## config.mk

```make
export PLATFORM = sky130hd
export DESIGN_NAME = rc_command_decoder
export DESIGN_NICKNAME = d
export VERILOG_FILES = /design/src/rtl/rc_command_decoder.sv
export SDC_FILE = /design/constraint.sdc
export NUM_CORES = 1
export LEC_CHECK = 0
export BUFFER_PORTS_ARGS = -buffer_cell sky130_fd_sc_hd__buf_2
export CELL_PAD_IN_SITES_DETAIL_PLACEMENT = 1
export CELL_PAD_IN_SITES_GLOBAL_PLACEMENT = 1
export CORE_MARGIN = 2
export CORE_UTILIZATION = 47
export CTS_CLUSTER_SIZE = 28
export DETAILED_ROUTE_END_ITERATION = 10
export HOLD_SLACK_MARGIN = 0.12
export PLACE_DENSITY_LB_ADDON = 0.1
export SYNTH_ARGS = -nofsm -noshare
export SYNTH_HDL_FRONTEND = slang
export SYNTH_SLANG_ARGS = --single-unit
```

## constraint.sdc

```tcl
create_clock -name clk_125mhz -period 7.6 [get_ports clk_125mhz]
set_clock_uncertainty 0.1 [all_clocks]
set_input_delay 0 -clock clk_125mhz [delete_from_list [all_inputs] [get_ports clk_125mhz]]
set_output_delay 0 -clock clk_125mhz [all_outputs]
set_load 0.01 [all_outputs]
```

## src/rtl/rc_command_decoder.sv

```systemverilog
// UART 8N1 command receiver for the RC car: decodes drive characters
// into a one-hot direction code, with a link-loss watchdog.
module rc_command_decoder #(
    parameter int CLK_HZ      = 125_000_000,
    parameter int BAUD        = 9600,
    parameter int TIMEOUT_CYC = 62_500_000
) (
    input  logic       clk_125mhz,
    input  logic       reset_n,
    input  logic       uart_rx,
    output logic [6:0] direction,
    output logic       cmd_valid,
    output logic       frame_err,
    output logic       timeout
);

    localparam int BIT_CYC = CLK_HZ / BAUD;
    localparam int TW      = $clog2(BIT_CYC + 1);

    localparam logic [TW-1:0] HALF_LD = TW'(BIT_CYC / 2 - 1);
    localparam logic [TW-1:0] FULL_LD = TW'(BIT_CYC - 1);
    localparam logic [26:0]   WD_MAX  = 27'(TIMEOUT_CYC);

    localparam logic [6:0] C_FWD  = 7'b0000001;
    localparam logic [6:0] C_IDLE = 7'b0000010;
    localparam logic [6:0] C_BWD  = 7'b0000100;
    localparam logic [6:0] C_LEFT = 7'b0001000;
    localparam logic [6:0] C_RGT  = 7'b0010000;
    localparam logic [6:0] C_ACC  = 7'b0100000;
    localparam logic [6:0] C_DEC  = 7'b1000000;

    typedef enum logic [2:0] {
        S_WAIT_IDLE,
        S_IDLE,
        S_START,
        S_DATA,
        S_STOP
    } state_t;

    state_t        state;
    state_t        state_nx;
    logic [1:0]    sync;
    logic          rx_s;
    logic          rx_q;
    logic          fall;
    logic          busy;
    logic          samp;
    logic [TW-1:0] tmr;
    logic [2:0]    bit_cnt;
    logic [7:0]    shreg;
    logic [6:0]    code;
    logic          known;
    logic          take;
    logic          bad_stop;
    logic [26:0]   wd_cnt;

    assign rx_s = sync[1];
    assign fall = rx_q & ~rx_s;

    // Two-flop synchronizer plus a delayed copy for edge detection
    always_ff @(posedge clk_125mhz or negedge reset_n) begin
        if (!reset_n) begin
            sync <= 2'b11;
            rx_q <= 1'b1;
        end else begin
            sync <= {sync[0], uart_rx};
            rx_q <= rx_s;
        end
    end

    // Receiver state register
    always_ff @(posedge clk_125mhz or negedge reset_n) begin
        if (!reset_n) state <= S_WAIT_IDLE;
        else          state <= state_nx;
    end

    // Receiver next-state logic
    always_comb begin
        state_nx = state;
        unique case (state)
            S_WAIT_IDLE: if (rx_s) state_nx = S_IDLE;
            S_IDLE:      if (fall) state_nx = S_START;
            S_START:     if (samp) state_nx = rx_s ? S_IDLE : S_DATA;
            S_DATA:      if (samp && bit_cnt == 3'd7) state_nx = S_STOP;
            S_STOP:      if (samp) state_nx = rx_s ? S_IDLE : S_WAIT_IDLE;
            default:     state_nx = S_WAIT_IDLE;
        endcase
    end

    // Receiver strobes: sample point, accepted command, bad stop bit
    always_comb begin
        busy     = (state == S_START) || (state == S_DATA) ||
                   (state == S_STOP);
        samp     = busy && (tmr == '0);
        take     = (state == S_STOP) && samp && rx_s && known;
        bad_stop = (state == S_STOP) && samp && !rx_s;
    end

    // Character decode of the assembled byte
    always_comb begin
        code  = C_IDLE;
        known = 1'b1;
        case (shreg)
            8'h46, 8'h66: code = C_FWD;
            8'h42, 8'h62: code = C_BWD;
            8'h4C, 8'h6C: code = C_LEFT;
            8'h52, 8'h72: code = C_RGT;
            8'h53, 8'h73: code = C_IDLE;
            8'h2B:        code = C_ACC;
            8'h2D:        code = C_DEC;
            default:      known = 1'b0;
        endcase
    end

    // Bit timer reloads at every sample; data shifts in LSB first
    always_ff @(posedge clk_125mhz or negedge reset_n) begin
        if (!reset_n) begin
            tmr     <= '0;
            bit_cnt <= '0;
            shreg   <= '0;
        end else begin
            if (!busy)          tmr <= HALF_LD;
            else if (tmr == '0) tmr <= FULL_LD;
            else                tmr <= tmr - TW'(1);
            if (state == S_START) begin
                bit_cnt <= '0;
            end else if (state == S_DATA && samp) begin
                shreg   <= {rx_s, shreg[7:1]};
                bit_cnt <= bit_cnt + 3'd1;
            end
        end
    end

    // Output registers and saturating watchdog; a command beats expiry
    always_ff @(posedge clk_125mhz or negedge reset_n) begin
        if (!reset_n) begin
            direction <= C_IDLE;
            cmd_valid <= 1'b0;
            frame_err <= 1'b0;
            timeout   <= 1'b0;
            wd_cnt    <= '0;
        end else begin
            cmd_valid <= take;
            frame_err <= bad_stop;
            if (take) begin
                direction <= code;
                wd_cnt    <= '0;
                timeout   <= 1'b0;
            end else if (wd_cnt != WD_MAX) begin
                wd_cnt <= wd_cnt + 27'd1;
                if (wd_cnt + 27'd1 == WD_MAX) begin
                    timeout   <= 1'b1;
                    direction <= C_IDLE;
                end
            end
        end
    end

endmodule

```

==> reports/qor.txt <==
crit path launch type: register
die width: 91.71 um
Via density: 5.741
final wirelength: 8069 um
final hold vios: 0
GRT Resource Usage Total: 21.09%
worst reg2reg startpoint: tmr[7]$_DFF_PN0_
WP data required: 7.74 ns
TNS Setup: 0 ns
leakage: 1.599 nW
total congestion overflow: 0
Clock Sinks: 68
worst hold start: uart_rx
clk slew on worst S/H paths: 0.08 ns
min Tclk post-route: 3.086 ns
CTS H-tree depth: 3
RSZ-0062 raised after global routing: false
DRC viols: 0
first-pass GRT wire length: 14190 um
drt pass-1 iters: 4
synth top area cells: dfrtp_1 (44%), xnor2_1 (4.8%), nor2_1 (4.5%)
most common cell after layout, fill and taps aside: dfrtp_1
initial core utilization: 49.07%
Syn Nets: 384
Reg area: 1707 um2
gpl congestion: 0.7903
Reg2Reg Depth: 6
WS Path Type: reg -> reg
r2r endpoint: timeout$_DFFE_PN0P_
mean area per synthesized cell: 9.643 um2
clk_lat worst skew: 0.35 ns
most frequent cells in the layout: dfrtp_1 (64), nor2_1 (43), nand2_1 (36)
Root Driver: clkbuf_8
Area growth syn-to-layout: 8.651%
drt wl/cell: 16.57 um
Clock Tree Buf Depth: 2
total CTS buffers: 9
Final period util: 40.60%
Post-synth EDFFs: 0
Slew headroom: 30.35%
fin worst setup slack: 4.514 ns
number of global-route vias before repair: 2999
Port Buf Inserts: 12
initial DRC count: 64
status: complete, no violations
Post-Synthesis Cells: 375
share of flip-flops with an asynchronous set or reset: 100.0%
share of layout cells above drive strength 1: 13.14%
Slew @ Worst Pin: 1.045 ns
area occupied by multi-input gates: 1769 um2
die height: 91.71 um
Core ar.: 7370 um2
Site Rows: 31
warning count from the yosys run: 0
Fin Hold WS: 0.1881 ns
Non-Filler Instances: 487
CP arrival: 3.23 ns
largest net degree at the start of global routing: 69
main flop type after synthesis: dfrtp_1
DRT antenna net count: 0
Slew Viols, Final: 0
maximum VDD drop: 155.7 uV
Antenna Cells: 0
Final Setup Violations: 0
Max Clk Rate: 0.3241 GHz
initial antenna violation count: 0
Hold Path Class: in -> reg
Tot Pwr: 0.7917 mW
area leader, netlist: dfrtp_1
hold path endpoint: sync[0]$_DFF_PN1_
sequential share of the synthesized area: 47.20%
CTS tree: done
via count: 2796
Worst Hold Depth: 2
Top Ports: 13
Yosys cell types: 60
DIE AREA: 8411 um2
# nets final: 392
DP Wirelength: 5580 um
crit path capture type: register
top cell type's share of synthesized area: 44.29%
Pwr Density: 201.5 nW/um2
placed insts: 469
number of synthesized register bits: 68
post-place setup slack: 4.493 ns
crit path max fanout: 29
max cap viols: 0
# fillers: 847
setup slack, reg-to-reg: 4.51 ns
post-synth design cell area: 3616 um2
state kept, by name, summed over array words and instances (netlist names), 2 cells and up:
signal	count
bit_cnt	3
sync	2
shreg	8
tmr	14
wd_cnt	27
state	3
direction	7
critical path, cell delays in order (launching register included):
cell and delay [ns]:
dfrtp_1 0.43, nor4_2 0.35, or4b_1 0.61, nor3_1 0.22
o2111a_1 0.90, inv_1 0.19, o21a_1 0.17
what timing repair did:
action	in CTS	in global routing
hold buffers	2	0
buffers inserted	0	0
gates resized for setup	0	0
hold endpoints to repair	65	0
power by group:
part | leakage, nW | switching (mW) | internal [mW]
Clock | 0.0960 | 0.152 | 0.153
Combinational | 0.625 | 0.0585 | 0.0307
Sequential | 0.878 | 0.0210 | 0.376
cells in the mapped netlist, drive strengths merged, types with 2 or more instances:
cell type	count
dfrtp	64
nor2	43
nand2	36
o21ai	21
xnor2	20
nor4	17
a21oi	14
nor3	14
nand3	13
inv	12
xor2	12
buf	10
nand4	10
clkbuf	8
mux2	8
or3	8
ha	6
nand3b	5
dfstp	4
o31a	4
or4	4
a22oi	3
nand2b	3
o21a	3
a31oi	2
and3	2
nor2b	2
o211ai	2
o22ai	2
or3b	2
cell families after synthesis:
| logic type | count (synthesis) | synth area share [%] |
|---|---|---|
| AND/OR/NAND/NOR | 169 | 25.74 |
| flip-flops | 68 | 47.20 |
| multiplexers | 8 | 2.491 |
| buffers and inverters | 30 | 3.875 |
| adder cells (fa/ha/maj) | 6 | 2.076 |
| AO/OA/AOI/OAI | 62 | 10.87 |
| XOR/XNOR | 32 | 7.751 |
worst max path at each step:
stage                                from  cells past startpoint  slack [ns]                       end
CTS                      tmr[7]$_DFF_PN0_                      6        4.46       timeout$_DFFE_PN0P_
floorplan           wd_cnt[0]$_DFFE_PN0P_                      7        5.16  direction[4]$_DFFE_PN0P_
global placement         tmr[7]$_DFF_PN0_                      6        4.60  direction[1]$_DFFE_PN1P_
global route         shreg[1]$_DFFE_PN0P_                      5        4.18       timeout$_DFFE_PN0P_
detailed placement       tmr[7]$_DFF_PN0_                      6        4.49       timeout$_DFFE_PN0P_
finish                   tmr[7]$_DFF_PN0_                      6        4.51       timeout$_DFFE_PN0P_
per-stage QoR:
stage	util, %	instance area, um2
final	53.31	3929
after global placement	50.37	3712
after floorplan	-	3616
after CTS	53.31	3929
after detailed placement	50.37	3712
after global routing	53.31	3929
cell type report:
type | count | share of cell area [%]
multi-input cells | 277 | 45.03
inverters | 12 | 1.146
clock inverters | 7 | 1.847
clock buffers | 9 | 3.153
flip-flops and latches | 68 | 43.44
well taps | 99 | 3.153
repair buffers | 15 | 2.229
per-layer routing:
metal / global-route usage, % / routed length (um) / vias to the layer above
li1: - / - / 1356
met1: 27.41 / 3749 / 1403
met2: 35.17 / 4016 / 23
met3: 3.287 / 152 / 14
met4: 8.831 / 150 / 0
met5: 0 / 0 / -
Note: power is estimated with default switching activity, not from simulation.
